==> config.mk <==
export PLATFORM = sky130hd
export DESIGN_NAME = prga_prog_ctrl_flat
export DESIGN_NICKNAME = d
export VERILOG_FILES = /design/src/rtl/prga_prog_ctrl_if.sv /design/src/rtl/prga_prog_ctrl.sv /design/src/flat_wrapper.sv
export SDC_FILE = /design/constraint.sdc
export NUM_CORES = 1
export LEC_CHECK = 0
export ABC_AREA = 1
export CORE_AREA = 2 2 139 141
export DETAILED_ROUTE_END_ITERATION = 7
export DIE_AREA = 0 0 141 143
export PLACE_DENSITY_LB_ADDON = 0.1
export RECOVER_POWER = 50
export SLEW_MARGIN = 15
export SYNTH_ARGS = -nofsm -noshare
export SYNTH_HDL_FRONTEND = slang
export SYNTH_SLANG_ARGS = --single-unit
==> constraint.sdc <==
create_clock -name wb_clk_i -period 6 [get_ports wb_clk_i]
set_clock_uncertainty 0.2 [all_clocks]
set_input_delay 1.2 -clock wb_clk_i [delete_from_list [all_inputs] [get_ports wb_clk_i]]
set_output_delay 1.2 -clock wb_clk_i [all_outputs]
set_load 0.02 [all_outputs]
==> src/rtl/prga_prog_ctrl_if.sv <==
// Wishbone slave bus bundle between the management SoC and the programming controller.
// The controller uses the slave modport and the SoC side (or testbench) uses the master modport.
// Signal names keep the SoC's Wishbone wbs_*_i / wbs_*_o naming.
interface prga_prog_ctrl_if;
  logic        wbs_cyc_i;
  logic        wbs_stb_i;
  logic        wbs_we_i;
  logic [3:0]  wbs_sel_i;
  logic [31:0] wbs_adr_i;
  logic [31:0] wbs_dat_i;
  logic        wbs_ack_o;
  logic [31:0] wbs_dat_o;

  modport slave (
    input  wbs_cyc_i, wbs_stb_i, wbs_we_i, wbs_sel_i, wbs_adr_i, wbs_dat_i,
    output wbs_ack_o, wbs_dat_o
  );

  modport master (
    output wbs_cyc_i, wbs_stb_i, wbs_we_i, wbs_sel_i, wbs_adr_i, wbs_dat_i,
    input  wbs_ack_o, wbs_dat_o
  );
endinterface

==> src/rtl/prga_prog_ctrl.sv <==
// Wishbone-programmed bitstream loader: holds the fabric config chain in reset, then shifts FIFO words out LSB-first.
// Bus ack is 1 cycle after a hit. prog_* outputs come straight from the state and the shift register, with no added latency.
// Backpressure: an empty FIFO stalls the bit stream with prog_we low, and a push to a full FIFO is dropped and sets ovf.
// Optional feature macro PROG_CRC_EN puts a CRC-16-CCITT of the emitted bits in STATUS[31:16].
module prga_prog_ctrl #(
  parameter logic [31:0] BASE_ADDR  = 32'h3000_0000,
  parameter int          FIFO_DEPTH = 4,
  parameter int          RST_CYCLES = 4,
  parameter int          LEN_W      = 24
) (
  input  logic            wb_clk_i,
  input  logic            wb_rst_i,
  prga_prog_ctrl_if.slave wb,
  output logic            prog_rst,
  output logic            prog_we,
  output logic            prog_din,
  output logic            prog_done,
  output logic            irq
);
  localparam int AW  = $clog2(FIFO_DEPTH);
  localparam int RCW = $clog2(RST_CYCLES + 1);

  typedef enum logic [1:0] {S_IDLE, S_RST, S_STREAM, S_DONE} state_t;
  state_t state, state_nxt;

  // Bus decode. A hit is blocked while ack is high, so each access acks exactly once.
  logic       hit, wr;
  logic [1:0] reg_sel;
  logic       start, abort, clr_err, wr_len, push;
  assign hit     = wb.wbs_cyc_i & wb.wbs_stb_i & ~wb.wbs_ack_o &
                   (wb.wbs_adr_i[31:4] == BASE_ADDR[31:4]);
  assign wr      = hit & wb.wbs_we_i;
  assign reg_sel = wb.wbs_adr_i[3:2];
  assign abort   = wr & (reg_sel == 2'd0) & wb.wbs_dat_i[1];
  assign start   = wr & (reg_sel == 2'd0) & wb.wbs_dat_i[0] & ~wb.wbs_dat_i[1];
  assign clr_err = wr & (reg_sel == 2'd0) & wb.wbs_dat_i[2];
  assign wr_len  = wr & (reg_sel == 2'd1);
  assign push    = wr & (reg_sel == 2'd2);

  logic unused_ok;
  assign unused_ok = ^{wb.wbs_sel_i, wb.wbs_adr_i[1:0]};

  // Word FIFO with an extra pointer bit to tell full from empty.
  logic [31:0] mem [FIFO_DEPTH];
  logic [AW:0] wptr, rptr;
  logic        empty, full, pop, flush, push_ok, ovf;
  assign empty   = (wptr == rptr);
  assign full    = (wptr[AW] != rptr[AW]) && (wptr[AW-1:0] == rptr[AW-1:0]);
  assign push_ok = push & (~full | pop | flush);

  // Control/datapath registers.
  logic [LEN_W-1:0] len_q, rem;
  logic [RCW-1:0]   rst_cnt;
  logic [31:0]      sr;
  logic [5:0]       bit_cnt;
  logic             busy, emit, start_acc;
  assign busy      = (state == S_RST) || (state == S_STREAM);
  assign start_acc = start & ~busy;
  assign emit      = (state == S_STREAM) && (bit_cnt != 6'd0);

  assign prog_rst  = (state == S_RST);
  assign prog_we   = emit;
  assign prog_din  = emit & sr[0];
  assign prog_done = (state == S_DONE);
  assign irq       = prog_done | ovf;

  // Next state plus pop/flush strobes. ABORT overrides everything else.
  always_comb begin
    state_nxt = state;
    pop       = 1'b0;
    flush     = 1'b0;
    case (state)
      S_IDLE, S_DONE: if (start_acc) state_nxt = S_RST;
      S_RST: if (rst_cnt == RCW'(1)) state_nxt = (rem == '0) ? S_DONE : S_STREAM;
      S_STREAM: begin
        if (bit_cnt != 6'd0) begin
          if (rem == LEN_W'(1)) begin
            state_nxt = S_DONE;
            flush     = 1'b1;
          end
        end else if (!empty) begin
          pop = 1'b1;
        end
      end
      default: state_nxt = S_IDLE;
    endcase
    if (abort) begin
      state_nxt = S_IDLE;
      flush     = 1'b1;
      pop       = 1'b0;
    end
  end

  // FIFO storage. It needs no reset because the pointers qualify every entry.
  always_ff @(posedge wb_clk_i) begin
    if (push_ok) mem[wptr[AW-1:0]] <= wb.wbs_dat_i;
  end

  // FIFO pointers. A flush keeps a word pushed in the same cycle.
  always_ff @(posedge wb_clk_i) begin
    if (wb_rst_i) begin
      wptr <= '0;
      rptr <= '0;
    end else begin
      if (push_ok) wptr <= wptr + (AW+1)'(1);
      if (flush)    rptr <= wptr;
      else if (pop) rptr <= rptr + (AW+1)'(1);
    end
  end

  // State, counters, shift register and sticky overflow.
  always_ff @(posedge wb_clk_i) begin
    if (wb_rst_i) begin
      state   <= S_IDLE;
      len_q   <= '0;
      rem     <= '0;
      rst_cnt <= '0;
      sr      <= '0;
      bit_cnt <= '0;
      ovf     <= 1'b0;
    end else begin
      state <= state_nxt;
      if (wr_len && !busy) len_q <= wb.wbs_dat_i[LEN_W-1:0];
      if (start_acc)               rst_cnt <= RCW'(RST_CYCLES);
      else if (state == S_RST)     rst_cnt <= rst_cnt - RCW'(1);
      if (start_acc)               rem <= len_q;
      else if (emit)               rem <= rem - LEN_W'(1);
      if (flush) begin
        sr      <= '0;
        bit_cnt <= '0;
      end else if (pop) begin
        sr      <= mem[rptr[AW-1:0]];
        bit_cnt <= 6'd32;
      end else if (emit) begin
        sr      <= sr >> 1;
        bit_cnt <= bit_cnt - 6'd1;
      end
      if (clr_err)                  ovf <= 1'b0;
      else if (push && !push_ok)    ovf <= 1'b1;
    end
  end

`ifdef PROG_CRC_EN
  logic [15:0] crc;
  // Bit-serial CRC-16-CCITT over emitted bits, re-seeded on each accepted START.
  always_ff @(posedge wb_clk_i) begin
    if (wb_rst_i || start_acc) crc <= 16'hFFFF;
    else if (emit) crc <= {crc[14:0], 1'b0} ^ ({16{crc[15] ^ prog_din}} & 16'h1021);
  end
`endif

  // Register read mux, sampled at the hit and returned with ack.
  logic [31:0] rdata;
  always_comb begin
    rdata = '0;
    case (reg_sel)
      2'd0: rdata[4:0] = {ovf, busy, empty, full, prog_done};
      2'd1: rdata[LEN_W-1:0] = len_q;
      2'd3: begin
        rdata[LEN_W-1:0] = rem;
`ifdef PROG_CRC_EN
        rdata[31:16] = crc;
`endif
      end
      default: rdata = '0;
    endcase
  end

  // Registered single-cycle ack; read data is driven only alongside ack.
  always_ff @(posedge wb_clk_i) begin
    if (wb_rst_i) begin
      wb.wbs_ack_o <= 1'b0;
      wb.wbs_dat_o <= '0;
    end else begin
      wb.wbs_ack_o <= hit;
      wb.wbs_dat_o <= (hit && !wb.wbs_we_i) ? rdata : 32'h0;
    end
  end
endmodule

==> src/flat_wrapper.sv <==
// flat-port wrapper written by rule: the top's interface ports become plain ports
module prga_prog_ctrl_flat 
#(
  parameter logic [31:0] BASE_ADDR  = 32'h3000_0000,
  parameter int          FIFO_DEPTH = 4,
  parameter int          RST_CYCLES = 4,
  parameter int          LEN_W      = 24
)
  (wb_clk_i, wb_rst_i, prog_rst, prog_we, prog_din, prog_done, irq, wb_wbs_cyc_i, wb_wbs_stb_i, wb_wbs_we_i, wb_wbs_sel_i, wb_wbs_adr_i, wb_wbs_dat_i, wb_wbs_ack_o, wb_wbs_dat_o);
  prga_prog_ctrl_if wb_i ();
  input  logic wb_clk_i;
  input  logic wb_rst_i;
  output logic prog_rst;
  output logic prog_we;
  output logic prog_din;
  output logic prog_done;
  output logic irq;
  input wire logic [$bits(wb_i.wbs_cyc_i)-1:0] wb_wbs_cyc_i;
  input wire logic [$bits(wb_i.wbs_stb_i)-1:0] wb_wbs_stb_i;
  input wire logic [$bits(wb_i.wbs_we_i)-1:0] wb_wbs_we_i;
  input wire logic [$bits(wb_i.wbs_sel_i)-1:0] wb_wbs_sel_i;
  input wire logic [$bits(wb_i.wbs_adr_i)-1:0] wb_wbs_adr_i;
  input wire logic [$bits(wb_i.wbs_dat_i)-1:0] wb_wbs_dat_i;
  output wire logic [$bits(wb_i.wbs_ack_o)-1:0] wb_wbs_ack_o;
  output wire logic [$bits(wb_i.wbs_dat_o)-1:0] wb_wbs_dat_o;
  assign wb_i.wbs_cyc_i = wb_wbs_cyc_i;
  assign wb_i.wbs_stb_i = wb_wbs_stb_i;
  assign wb_i.wbs_we_i = wb_wbs_we_i;
  assign wb_i.wbs_sel_i = wb_wbs_sel_i;
  assign wb_i.wbs_adr_i = wb_wbs_adr_i;
  assign wb_i.wbs_dat_i = wb_wbs_dat_i;
  assign wb_wbs_ack_o = wb_i.wbs_ack_o;
  assign wb_wbs_dat_o = wb_i.wbs_dat_o;
  prga_prog_ctrl #(.BASE_ADDR(BASE_ADDR), .FIFO_DEPTH(FIFO_DEPTH), .RST_CYCLES(RST_CYCLES), .LEN_W(LEN_W)) u_core (.wb_clk_i(wb_clk_i), .wb_rst_i(wb_rst_i), .wb(wb_i), .prog_rst(prog_rst), .prog_we(prog_we), .prog_din(prog_din), .prog_done(prog_done), .irq(irq));
endmodule
==> impl_results.md <==
- Pins Over Slew Limit: 100
- Main area contributors after synthesis: edfxtp_1 35%, dfxtp_1 22%, nand2_1 8.4%, nor2_1 6.5%, o21ai_0 4.8%
- Clk Latency, worst-skew pair: about 0.53 ns
- Clock share of power: 0.456
- RSZ-0062 raised after global routing: false
- Sequential cell area: between 0.006 and 0.007 mm^2
- Final-report setup violation count: 0
- Slowest Stage Delay on Critical Path: around 1.5 ns
- Synth top area share: 0.346
- Async S/R FF share, synth: 0
- Layout cells sized above 1: 0.0518
- NetSw: between 700 and 800 uW
- Worst-path clk slew: approximately 0.06 ns
- M1 WL: 11.7 mm
- Area grow syn2layout: 17.6%
- CTS Hold Buffers Added: 0
- Initial antenna violation count: 0
- PostCTS Resize Cnt: 0
- # port buffers: 96
- Placed cell area: about 0.012 mm^2
- Hpwl dp: approximately 16 mm
- Die area: between 0.02 and 0.025 mm^2
- Antenna cells: 0
- Filler instances: 1437
- Worst Path Max Fanout: 48
- P_int: between 2000 and 3000 uW
- Most frequent cell after synthesis: nand2_1
- Fin nets: 1420
- Multi-input gate area: 0.00411 mm^2
- Pin count of the biggest net entering global routing: 66
- Post-route ant nets: 0
- GRT Util Overall: 0.258
- Slowest-stage cell, CP: clkbuf_1
- Startpoint class of the critical path: primary input
- Die Span X: 141 um
- Post-Route WL: 26.3 mm
- Relative slew margins: -0.423
- Crit-path leading delay family: buffers and inverters
- R2R Path Start: u_core.bit_cnt[0]$_SDFFE_PP0P_
- WL met3: between 1 and 1.5 mm
- Sequential power share: 0.490
- VDD IR-drop max: about 220 uV
- Highest routed metal layer: met4
- CP Buf/Inv Count: 4
- Vias: ~9000
- Distinct cells, synth: 35
- Design Power: 3740 uW
- Comb pwr share: 0.054
- Mapped cell area: between 0.01 and 0.015 mm^2
- Arrival @ worst endpoint: about 4.9 ns
- Congestion Overflow GR: 0
- PD cells: 286 mW/mm^2
- WHS Path Cells: 2
- Clk sinks: around 250
- Yosys reg bits: 253
- Sequential area share after synthesis: 0.570
- Hold WC Path Type: reg -> reg
- Synth warn: 0
- Die H: between 100 and 150 um
- Nature of the critical path endpoint: flip-flop
- CP most frequent cell: inv_1
- Final Cycle Share: 0.773
- Routed len/inst: 16.6 um
- Max-cap check violation count: 2
- Starting Density: 0.599
- CTS tree: yes
- Min Tclk post-route: between 4 and 5 ns
- Number of global-route vias before repair: ~8400
- DR pass1 iterations: 6
- Commonest cells post-synth: 249 x nand2_1, 192 x nor2_1, 128 x edfxtp_1, 125 x dfxtp_1, 106 x o21ai_0
- Cell count of the worst reg-to-reg path: 10
- Leakage: between 0.005 and 0.006 uW
- Routed wl met2: about 13 mm
- Slew at the pin closest to its max-slew limit: about 2.1 ns
- Clock tree buffer depth: 3
- CTS Buf Count: 26
- Largest area contributor in the netlist: edfxtp_1
- Endpoint, Worst Hold: u_core.sr[24]$_SDFFE_PP0P_
- First-pass GRT wire length: 41.3 mm
- Number of synthesized flops with an enable pin: approximately 130
- Synth Area per Inst: roughly 9 um^2
- Failing checks: max-capacitance violations, max-slew violations
- Core area: between 0.015 and 0.02 mm^2
- RePlAce Congestion: 0.862
- H-tree depth: 1
- # DRC: 0
- Hold Startpoint: u_core.sr[24]$_SDFFE_PP0P_
- Cells after synthesis: roughly 1300
- Post-CTS Setup Inserts: 0
- Setup CP Type: in -> reg
- Maximum clock frequency: around 0.22 GHz
- Worst-path cell chain: dlygate4sd3_1 -> inv_1 -> nand2_1 -> inv_1 -> nand4_1 -> clkbuf_1 -> nor2_1 -> a211oi_1
- Root Buffer: clkbuf_16
- Endpoints failing hold: 0
- Non-Filler Cell Area, Final: between 0.01 and 0.015 mm^2
- Detail-routed via count per cell: around 5.6
- Req. time, crit path: about 6.2 ns
- Run status: complete, but fails checks
- Final setup TNS: 0 ns
- Top Ports: 111
- Drt first-iter violations: approximately 700
- # rows: 50
- R2R Path End: u_core.mem[1][17]$_DFFE_PP_
- Ys flop type: edfxtp_1
- R2R Setup Slk: slightly above 2 ns
- Sw frac: 0.214
[worst min-delay path, stage by stage, from the launching register on]
cell,delay (ns)
dfxtp_1,0.31
nand2_1,0.06
a21oi_1,0.05
[per-layer routing]
layer / global-route usage / vias up
li1: - / 4362
met1: 0.342 / 4125
met2: 0.449 / 283
met3: 0.0325 / 45
met4: 0.0768 / 0
met5: 0 / -
[final cells by class]
type	instances	area share
Inverter	95	0.0273
Timing Repair Buffer	110	0.0809
Multi-Input combinational cell	846	0.314
Tap cell	234	0.0224
Sequential cell	253	0.485
Clock buffer	30	0.0524
Clock inverter	18	0.0178
[per-stage QoR]
stage	hold WS, ns	worst slack, ns	utilization	cells
2_1_floorplan	0.239	1.89	-	1264
3_3_place_gp	0.247	1.61	0.657	1538
3_5_place_dp	0.253	1.60	0.657	1538
4_1_cts	0.262	2.02	0.706	1586
5_1_grt	0.278	1.18	0.704	1586
6_report	0.262	1.36	0.704	1586
[worst max-delay path by stage]
stage	startpoint	to	slack, ns	cells past startpoint
after CTS	u_core.bit_cnt[0]$_SDFFE_PP0P_	prog_din	2.02	6
after global placement	wb_wbs_adr_i[27]	u_core.mem[1][17]$_DFFE_PP_	1.61	11
after detailed placement	wb_wbs_adr_i[27]	u_core.mem[1][17]$_DFFE_PP_	1.60	11
after global routing	wb_wbs_adr_i[3]	u_core.len_q[4]$_SDFFE_PP0P_	1.18	8
final	wb_wbs_adr_i[3]	u_core.len_q[4]$_SDFFE_PP0P_	1.36	8
after floorplan	wb_wbs_adr_i[27]	u_core.mem[0][0]$_DFFE_PP_	1.89	9
[sequential cells by signal (all words and copies together) (netlist names), named ones only]
register             cells
u_core.rem              24
u_core.ovf               1
u_core.sr               32
u_core.state             2
u_core.wb.wbs_ack_o      1
u_core.bit_cnt           6
u_core.wb.wbs_dat_o     24
u_core.wptr              3
u_core.rptr              3
u_core.len_q            24
u_core.mem             128
u_core.rst_cnt           3
[power by group through the flow]
stage          registers [uW]  logic, uW  clock network [uW]
2_1_floorplan            1870        113                   0
3_3_place_gp             1870        204                   0
3_5_place_dp             1870        206                   0
4_1_cts                  1830        207                1730
5_1_grt                  1830        224                1800
6_report                 1830        202                1710
[layout by cell type (no fill, tap or decap), types with 4 or more instances in the layout]
master | netlist | routed
o21ai_0 | 106 | 106
a31oi_1 | 4 | 4
clkbuf_16 | 0 | 26
nor2_1 | 192 | 190
xnor2_1 | 9 | 9
nand4_1 | 6 | 7
dlygate4sd3_1 | 0 | 60
o22ai_1 | 30 | 30
or2_2 | 6 | 6
clkinv_2 | 0 | 6
nor2_4 | 2 | 5
ha_1 | 15 | 15
inv_1 | 92 | 93
buf_4 | 9 | 12
conb_1 | 1 | 8
nand3b_1 | 4 | 4
bufinv_16 | 0 | 5
dfxtp_1 | 125 | 124
nor3_1 | 10 | 10
xor2_1 | 17 | 17
clkbuf_1 | 44 | 4
nand2_1 | 249 | 250
edfxtp_1 | 128 | 128
a21oi_1 | 73 | 73
a211oi_1 | 25 | 25
clkdlybuf4s50_1 | 0 | 36
o211ai_1 | 15 | 15
nand3_1 | 65 | 65
[cell families after synthesis]
| logic type | count (synthesis) | share of synthesized area |
|---|---|---|
| flip-flops | 253 | 0.570 |
| AND/OR/NAND/NOR | 541 | 0.201 |
| AO/OA/AOI/OAI | 256 | 0.129 |
| adder cells (fa/ha/maj) | 15 | 0.0169 |
| XOR/XNOR | 26 | 0.0205 |
| buffers and inverters | 165 | 0.0621 |
| other | 1 | 0.000337 |
No activity file was read; power rests on OpenSTA's default activity.
